==> config.mk <==
export PLATFORM = sky130hd
export DESIGN_NAME = popcnt_seq_flat
export DESIGN_NICKNAME = d
export VERILOG_FILES = /design/src/rtl/popcnt_seq_pkg.sv /design/src/rtl/popcnt_seq_if.sv /design/src/rtl/popcnt_seq_popcnt.sv /design/src/rtl/popcnt_seq.sv /design/src/flat_wrapper.sv
export SDC_FILE = /design/constraint.sdc
export NUM_CORES = 1
export LEC_CHECK = 0
export ABC_AREA = 0
export BUFFER_PORTS_ARGS = -buffer_cell sky130_fd_sc_hd__buf_4
export CORE_UTILIZATION = 60
export DETAILED_ROUTE_END_ITERATION = 10
export PLACE_DENSITY_LB_ADDON = 0.12
export SETUP_SLACK_MARGIN = 0.5
export SYNTH_ARGS = -nofsm -noshare
export SYNTH_HDL_FRONTEND = slang
export SYNTH_HIERARCHICAL = 1
export SYNTH_SLANG_ARGS = --single-unit
==> constraint.sdc <==
create_clock -name clk -period 11 [get_ports clk]
set_input_delay 0.55 -clock clk [delete_from_list [all_inputs] [get_ports clk]]
set_output_delay 0.55 -clock clk [all_outputs]
set_load 0.05 [all_outputs]
==> src/rtl/popcnt_seq_pkg.sv <==
// popcnt_seq_pkg: shared FSM state type and chunk sizing for the sequential popcount.
package popcnt_seq_pkg;
    localparam int CHUNK = 32;
    localparam int CNT_W = 7;
    localparam int PC_W = $clog2(CHUNK + 1);
    typedef enum logic [1:0] {IDLE, LOW, HIGH, DONE} state_e;
endpackage

==> src/rtl/popcnt_seq_if.sv <==
// popcnt_seq_if: request/response handshake bundle between a requester and popcnt_seq.
interface popcnt_seq_if #(parameter int XLEN = 64);
    logic ValidIn, ReadyOut, Word, Flush, ValidOut, ReadyIn, Busy;
    logic [XLEN-1:0] A;
    logic [6:0] Result;
    modport master(output ValidIn, A, Word, Flush, ReadyIn, input ReadyOut, ValidOut, Result, Busy);
    modport slave(input ValidIn, A, Word, Flush, ReadyIn, output ReadyOut, ValidOut, Result, Busy);
endinterface

==> src/rtl/popcnt_seq_popcnt.sv <==
// popcnt: combinational population count of a WIDTH-bit word.
module popcnt #(parameter int WIDTH = 32) (
    input  logic [WIDTH-1:0]               x_i,
    output logic [$clog2(WIDTH+1)-1:0]     cnt_o
);
    always_comb begin
        cnt_o = '0;
        for (int i = 0; i < WIDTH; i++) cnt_o = cnt_o + {{($clog2(WIDTH+1)-1){1'b0}}, x_i[i]};
    end
endmodule

==> src/rtl/popcnt_seq.sv <==
// popcnt_seq: cpop/cpopw over one shared 32-bit popcount, low chunk then high chunk.
module popcnt_seq import popcnt_seq_pkg::*; #(parameter int XLEN = 64) (
    input logic clk,
    input logic reset,
    popcnt_seq_if.slave bus
);
    state_e state_q, state_d;
    logic [2*CHUNK-1:0] aq_q, aq_d, a_ext;
    logic [CNT_W-1:0] acc_q, acc_d;
    logic word_q, word_d;
    logic [PC_W-1:0] cnt;

    // Narrow builds zero-fill the upper chunk so the mux below stays width-agnostic.
    always_comb begin
        a_ext = '0;
        a_ext[XLEN-1:0] = bus.A;
    end

    popcnt #(.WIDTH(CHUNK)) u_pc (
        .x_i(state_q == HIGH ? aq_q[2*CHUNK-1:CHUNK] : aq_q[CHUNK-1:0]),
        .cnt_o(cnt)
    );

    always_ff @(posedge clk or posedge reset) begin
        if (reset) begin
            state_q <= IDLE;
            aq_q <= '0;
            acc_q <= '0;
            word_q <= 1'b0;
        end else begin
            state_q <= state_d;
            aq_q <= aq_d;
            acc_q <= acc_d;
            word_q <= word_d;
        end
    end

    always_comb begin
        state_d = state_q;
        aq_d = aq_q;
        acc_d = acc_q;
        word_d = word_q;
        if (bus.Flush) state_d = IDLE;
        else case (state_q)
            IDLE: if (bus.ValidIn) begin
                aq_d = a_ext;
                word_d = bus.Word;
                acc_d = '0;
                state_d = LOW;
            end
            LOW: begin
                acc_d = CNT_W'(cnt);
                state_d = (word_q || XLEN == 32) ? DONE : HIGH;
            end
            HIGH: begin
                acc_d = acc_q + CNT_W'(cnt);
                state_d = DONE;
            end
            DONE: state_d = bus.ReadyIn ? IDLE : DONE;
            default: state_d = IDLE;
        endcase
    end

    assign bus.ReadyOut = state_q == IDLE && !bus.Flush;
    assign bus.ValidOut = state_q == DONE;
    assign bus.Result = state_q == DONE ? acc_q : '0;
    assign bus.Busy = state_q != IDLE;
endmodule

==> src/flat_wrapper.sv <==
// flat-port wrapper written by rule: the top's interface ports become plain ports
module popcnt_seq_flat import popcnt_seq_pkg::*;
#(parameter int XLEN = 64)
  (clk, reset, bus_ValidIn, bus_A, bus_Word, bus_Flush, bus_ReadyIn, bus_ReadyOut, bus_ValidOut, bus_Result, bus_Busy);
  popcnt_seq_if #(.XLEN(XLEN)) bus_i ();
  input logic clk;
  input logic reset;
  input wire logic [$bits(bus_i.ValidIn)-1:0] bus_ValidIn;
  input wire logic [$bits(bus_i.A)-1:0] bus_A;
  input wire logic [$bits(bus_i.Word)-1:0] bus_Word;
  input wire logic [$bits(bus_i.Flush)-1:0] bus_Flush;
  input wire logic [$bits(bus_i.ReadyIn)-1:0] bus_ReadyIn;
  output wire logic [$bits(bus_i.ReadyOut)-1:0] bus_ReadyOut;
  output wire logic [$bits(bus_i.ValidOut)-1:0] bus_ValidOut;
  output wire logic [$bits(bus_i.Result)-1:0] bus_Result;
  output wire logic [$bits(bus_i.Busy)-1:0] bus_Busy;
  assign bus_i.ValidIn = bus_ValidIn;
  assign bus_i.A = bus_A;
  assign bus_i.Word = bus_Word;
  assign bus_i.Flush = bus_Flush;
  assign bus_i.ReadyIn = bus_ReadyIn;
  assign bus_ReadyOut = bus_i.ReadyOut;
  assign bus_ValidOut = bus_i.ValidOut;
  assign bus_Result = bus_i.Result;
  assign bus_Busy = bus_i.Busy;
  popcnt_seq #(.XLEN(XLEN)) u_core (.clk(clk), .reset(reset), .bus(bus_i));
endmodule
# Word level (Yosys, flattened, before mapping)
# Cells that the tools add are included.
classes:
  muxes: 9
  addsub: 32
  bitwise: 1
  reduce_logical: 7
  eq_ne: 5
ops:
  columns: ["operator", "n"]
  rows:
  - ["$add A6 B1 Y6", 26]
  - ["$mux W32", 1]
  - ["$pmux W7 S3", 1]
  - ["$mux W7", 2]
  - ["$pmux W2 S4", 1]
  - ["$add A7 B6 Y7", 1]
  - ["$add A5 B1 Y6", 1]
  - ["$mux W2", 3]
  - ["$reduce_and A3 Y1", 2]
  - ["$add A4 B1 Y5", 1]
  - ["$add A3 B1 Y4", 1]
  - ["$eq A2 B2 Y1 const B", 2]
  - ["$add A2 B1 Y3", 1]
  - ["$ne A3 B3 Y1 const B", 1]
  - ["$reduce_bool A3 Y1", 1]
  - ["$add A1 B1 Y2", 1]
  - ["$eq A2 B1 Y1 const B", 1]
  - ["$logic_not A2 Y1", 1]
  - ["$ne A2 B2 Y1 const B", 1]
  - ["$reduce_bool A2 Y1", 1]
  - ["$logic_and A1 B1 Y1", 1]
  - ["$logic_not A1 Y1", 1]
  - ["$mux W1", 1]
  - ["$not A1 Y1", 1]
word_totals:
  reg_bits: 74
  inputBits: 70
  output_inout_bits: 10

# Longest topological paths before layout
depth:
  ltp_word: 35
  depth_mapped: 26
  depth_no_buf: 24

# Cells and area by module
# Netlist, hierarchy kept.
by_module_without_submodules:
  columns: ["module", "seq_area_each_um2", "cells_per_inst", "area_per_inst_um2", "n_inst"]
  rows:
  - ["popcnt_seq", 1851.8, 266, 3812.4, 1]
  - ["popcnt", 0.0, 73, 758.2, 1]

# Worst setup path before layout
# OpenSTA, ideal clock, no wires.
synth_timing:
  path_type: "register to register"
  start: "reg u_core.state_q[0]"
  end: "reg u_core.acc_q[6]"
  n_path_buf: 2
  arrival_time_ns: 6.299
  path_slack_ns: 4.575
  period_less_slack_ns: 6.425
  stages_incl_launch_ff: 25
  path_cell_list: "dfrtp_1 > inv_1 > ha_1 > buf_2 > buf_2 > mux2_2 > fa_1 > fa_1 > fa_1 > fa_1 > fa_1 > inv_1 > fa_1 > inv_1 > ha_1 > inv_1 > fa_1 > nand2b_1 > a21oi_2 > xor2_1 > ha_1 > o21ai_0 > o21bai_1 > a21o_1 > a221o_1"
synth_via:
  elab_chain_cells: 35
  word_cells_on_any_way: 40
  classes_between: "32 x add/sub; 3 x eq/ne; 2 x mux; 3 x reduce/logical"
synth_lines:
  columns: ["element", "line_no", "text"]
  rows:
  - ["start: declaration", "popcnt_seq.sv:7", "state_e state_q, state_d;"]
  - ["start signal: assignment", "popcnt_seq.sv:31", "state_q <= state_d;"]
  - ["$eq A2 B2 Y1 *", "popcnt_seq.sv:20", ".x_i(state_q == HIGH ? aq_q[2*CHUNK-1:CHUNK] : aq_q[CHUNK-1:0]),"]
  - ["$mux W32 *", "popcnt_seq.sv:20", null]
  - ["$add A1 B1 Y2", "popcnt_seq_popcnt.sv:8", "for (int i = 0; i < WIDTH; i++) cnt_o = cnt_o + {{($clog2(WIDTH+1)-1){1'b0}}, x_i[i]};"]
  - ["$add A2 B1 Y3", "popcnt_seq_popcnt.sv:8", null]
  - ["$add A3 B1 Y4", "popcnt_seq_popcnt.sv:8", null]
  - ["$add A4 B1 Y5", "popcnt_seq_popcnt.sv:8", null]
  - ["$add A5 B1 Y6", "popcnt_seq_popcnt.sv:8", null]
  - ["$add A6 B1 Y6 (25 in series)", "popcnt_seq_popcnt.sv:8", null]
  - ["$add A6 B1 Y6 *", "popcnt_seq_popcnt.sv:8", null]
  - ["net u_core.cnt[4]", "popcnt_seq.sv:11", "logic [PC_W-1:0] cnt;"]
  - ["$add A7 B6 Y7 *", "popcnt_seq.sv:56", "acc_d = acc_q + CNT_W'(cnt);"]
  - ["$pmux W7 S3 *", "popcnt_seq.sv:44", "else case (state_q)"]
  - ["end signal: assignment", "popcnt_seq.sv:28", "acc_q <= '0;"]
  - ["end signal: assignment", "popcnt_seq.sv:33", "acc_q <= acc_d;"]
  - ["end: declaration", "popcnt_seq.sv:9", "logic [CNT_W-1:0] acc_q, acc_d;"]
# The timed path passes the listed nets; every way through them passes the cells marked *.
# A chain may end at the register's enable or synchronous reset.

# Worst setup path in the final report
# Same ends and word-level chain as after synthesis.

==> tab_implementation.tex <==
\begin{tabular}{lr}
\hline
Metric & Value \\
\hline
\multicolumn{2}{l}{\textbf{Clock network}} \\
CTS tree & yes \\
Clock buffers created by TritonCTS & 9 \\
Deepest level of the CTS H-tree & 3 \\
Buffers from clock root to sink, at most & 2 \\
Post-CTS clock slew at the launch and capture registers of the worst setup and hold paths & 0.07 ns \\
Post-cts hold buffer count & 0 \\
Clock root buffer master & clkbuf\_8 \\
Setup repair bufs after CTS & 0 \\
Post-CTS sizing & 0 \\
Clock tree sinks & 74 \\
Clock insertion delay at the later pin of the skew report & 0.34 ns \\
\multicolumn{2}{l}{\textbf{Setup path}} \\
Maximum fanout along the worst path & 21 \\
Arrival time of the worst setup path & 7.50 ns \\
Kind of end point of the critical path & flop \\
Last element of the critical path & u\_core/acc\_q[6] \\
Startpoint type of the worst setup path & flop \\
Cells traversed along the worst timing path & inv\_1 -> ha\_1 -> buf\_4 -> mux2\_2 -> inv\_1 -> fa\_1 -> inv\_1 -> fa\_1 -> fa\_1 -> fa\_1 -> fa\_1 -> inv\_1 -> fa\_1 -> inv\_1 -> ha\_1 -> a21o\_1 -> a21oi\_2 -> xnor2\_1 -> ha\_1 -> o21ai\_0 -> o21bai\_1 -> a21o\_1 -> a221o\_1 \\
Critical-path cell with the highest stage delay & ha\_1 \\
R2r endpoint & u\_core/acc\_q[6] \\
Depth of the worst register-to-register path & 23 \\
Flop-to-flop setup slack & 3.73 ns \\
Timing startpoint of the critical path & u\_core/state\_q[0] \\
Required time worst endpoint & 11.22 ns \\
Worst flop-to-flop path startpoint & u\_core/state\_q[0] \\
Critical Path Max Stage Delay & 0.60 ns \\
Critical Setup Path Class & flop to flop \\
Most repeated library cell on the critical path & fa\_1 \\
\multicolumn{2}{l}{\textbf{Synthesis}} \\
Most area-consuming cells after synthesis & dfrtp\_1, mux2\_4, fa\_1 \\
Net count after synthesis & 453 \\
Average cell area after synthesis & 13.5 um\^{}2 \\
Unique cell type count in the Yosys netlist & 37 \\
Gate count of the mapped netlist & 339 \\
Number of enable flip-flop cells after synthesis & 0 \\
Share of synthesized registers carrying an async set or reset & 1.00 \\
Flip-flop and latch count after synthesis & 74 \\
Top FF cell, synth & dfrtp\_1 \\
Portion of the post-synthesis area used by sequential elements & 0.405 \\
Most area-hungry cell type in the Yosys netlist & dfrtp\_1 \\
Fraction of post-synthesis cell area in the top cell type by area & 0.405 \\
Netlist area before placement & 4570 um\^{}2 \\
Warnings from Yosys & 6 \\
\multicolumn{2}{l}{\textbf{Floorplanning}} \\
FP Rows & 31 \\
Floorplan die height & 89.3 um \\
Die Footprint & 7970 um\^{}2 \\
Effective utilization at floorplan & 0.627 \\
IO Pins & 80 \\
Core footprint & 7290 um\^{}2 \\
Horizontal extent of the die & 89.3 um \\
\multicolumn{2}{l}{\textbf{Timing}} \\
Max-Slew Margin vs Limit & 0.234 \\
Min setup slack post-route & 3.73 ns \\
Setup violators final & 0 \\
Setup repair after global routing missed its margin & no \\
Final hold slack & 0.405 ns \\
Tightest Pin Transition & 1.15 ns \\
Final min period & 7.27 ns \\
Setup clock skew after layout & 0.00953 ns \\
FMAX & 138 MHz \\
Sum Neg Setup Slack & 0 ns \\
Portion of the clock cycle consumed by the worst path in the final layout & 0.661 \\
Pins over their slew limit & 0 \\
Final hold violation count & 0 \\
\multicolumn{2}{l}{\textbf{Place}} \\
Placer congestion estimate & 0.851 \\
Post-placement worst setup slack & 3.75 ns \\
IO buf count & 79 \\
Placed wire-length estimate after detailed placement & 5.95 mm \\
Instance area at placement & 5210 um\^{}2 \\
\multicolumn{2}{l}{\textbf{Global routing}} \\
Global routing usage on met3 & 0.0480 \\
Met2 track demand over resource & 0.366 \\
GRT Residual Overflow & 0 \\
Number of global-route vias before repair & 2820 \\
Met1 demand-to-capacity share in global routing & 0.312 \\
Antenna violations before repair & 0 \\
Pin count of the biggest net entering global routing & 75 \\
Global routing usage summed across all routing layers & 0.227 \\
Wire length of the first global-routing pass & 13.4 mm \\
Busiest layer in global routing & met2 \\
\multicolumn{2}{l}{\textbf{Final layout}} \\
Area grow syn2layout & 17.5\% \\
Final Instance Area & 5370 um\^{}2 \\
Count of inserted antenna diode cells & 0 \\
Total number of nets in the final design & 533 \\
Fraction of final layout cells with drive strength greater than 1 & 0.436 \\
\multicolumn{2}{l}{\textbf{Route}} \\
Antenna viol nets, final & 0 \\
Number of remaining DRC errors & 0 \\
Routed wire length & 8.20 mm \\
Routed wire length per instance & 15.7 um \\
Number of DRC markers in iteration 0 & 77 \\
Count of TritonRoute iterations in the first routing pass & 4 \\
Vias after detailed routing & 2743 \\
Number of vias per cell after detailed routing & 5.26 \\
\multicolumn{2}{l}{\textbf{Min path}} \\
Worst min-delay path class & input port to flop \\
Number of cells on the worst hold path & 2 \\
\multicolumn{2}{l}{\textbf{Run status}} \\
Outcome & finished, final reports clean \\
\multicolumn{2}{l}{\textbf{Job}} \\
Maximum capacitance violations & 0 \\
\hline
\end{tabular}
-- sequential cells by signal, summed over array words and instances (netlist names) --
register,flops
u_core/acc_q,7
u_core/aq_q,64
u_core/state_q,2
u_core/word_q,1
-- per-layer routing --
layer  part of all wire  wire [um]
met2               0.48       3940
met4             0.0076         62
met1               0.47       3890
met5                  0          0
met3              0.036        298
-- worst min-delay path by stage --
stage | startpoint | endpoint
finish | bus_Flush | u_core/state_q[1]
CTS | bus_Flush | u_core/state_q[1]
global route | bus_Flush | u_core/state_q[1]
floorplan | u_core/aq_q[48] | u_core/aq_q[48]
global placement | u_core/aq_q[58] | u_core/aq_q[58]
detailed placement | u_core/aq_q[55] | u_core/aq_q[55]
-- cell type report --
cell class,count,area [um^2]
timing repair buffer,81,608
tap,99,124
inverter,34,128
sequential,74,1850
fill,511,1920
multi-input combinational,219,2500
clock inverter,5,33.8
clock buffer,9,124
-- critical path: cells and delay by family (launching register included) --
family	cells	cell delay [ns]
flops	1	0.42
fa+ha+maj	9	4.12
compound gates	6	1.20
mux	1	0.38
xor+xnor	1	0.18
buf+inv	6	0.86
-- cell families after synthesis --
family / after synthesis / synth area share
fa+ha+maj: 44 / 0.162
simple gates: 42 / 0.0460
xor+xnor: 4 / 0.00767
flops: 74 / 0.405
buf+inv: 46 / 0.0493
mux: 98 / 0.282
compound gates: 31 / 0.0482
-- stage by stage --
stage / util / std cells
after floorplan: - / 339
after global placement: 0.715 / 507
after detailed placement: 0.715 / 507
after CTS: 0.736 / 521
after global routing: 0.736 / 521
final: 0.736 / 521
-- synth_stat cells, types with 3 or more instances --
| library cell | count |
|---|---|
| dfrtp_1 | 74 |
| mux2_4 | 50 |
| inv_1 | 34 |
| mux2_2 | 32 |
| fa_1 | 25 |
| ha_1 | 19 |
| mux2_1 | 15 |
| nand2_1 | 13 |
| and2_1 | 9 |
| buf_2 | 6 |
| buf_6 | 6 |
| nor2_1 | 6 |
| o21ai_1 | 6 |
| a211oi_1 | 4 |
| a21o_1 | 4 |
| a22oi_1 | 3 |
| nor3_1 | 3 |
| o21ai_0 | 3 |
-- cell usage in the layout, fill, tap and decap left out, types with 3 or more instances in the layout --
master / count
nand2_1: 12
fa_1: 25
o21ai_0: 3
mux2_4: 50
mux2_2: 32
a211oi_1: 4
buf_4: 81
ha_1: 19
a21o_1: 4
inv_1: 33
nor2_1: 6
nor3_1: 3
mux2_1: 15
o21ai_1: 6
and2_1: 9
dfrtp_1: 74
a22oi_1: 3
clkbuf_8: 9
Power is not shown: default switching activity piles up to over one toggle a cycle in this logic, so the estimate is an artifact.
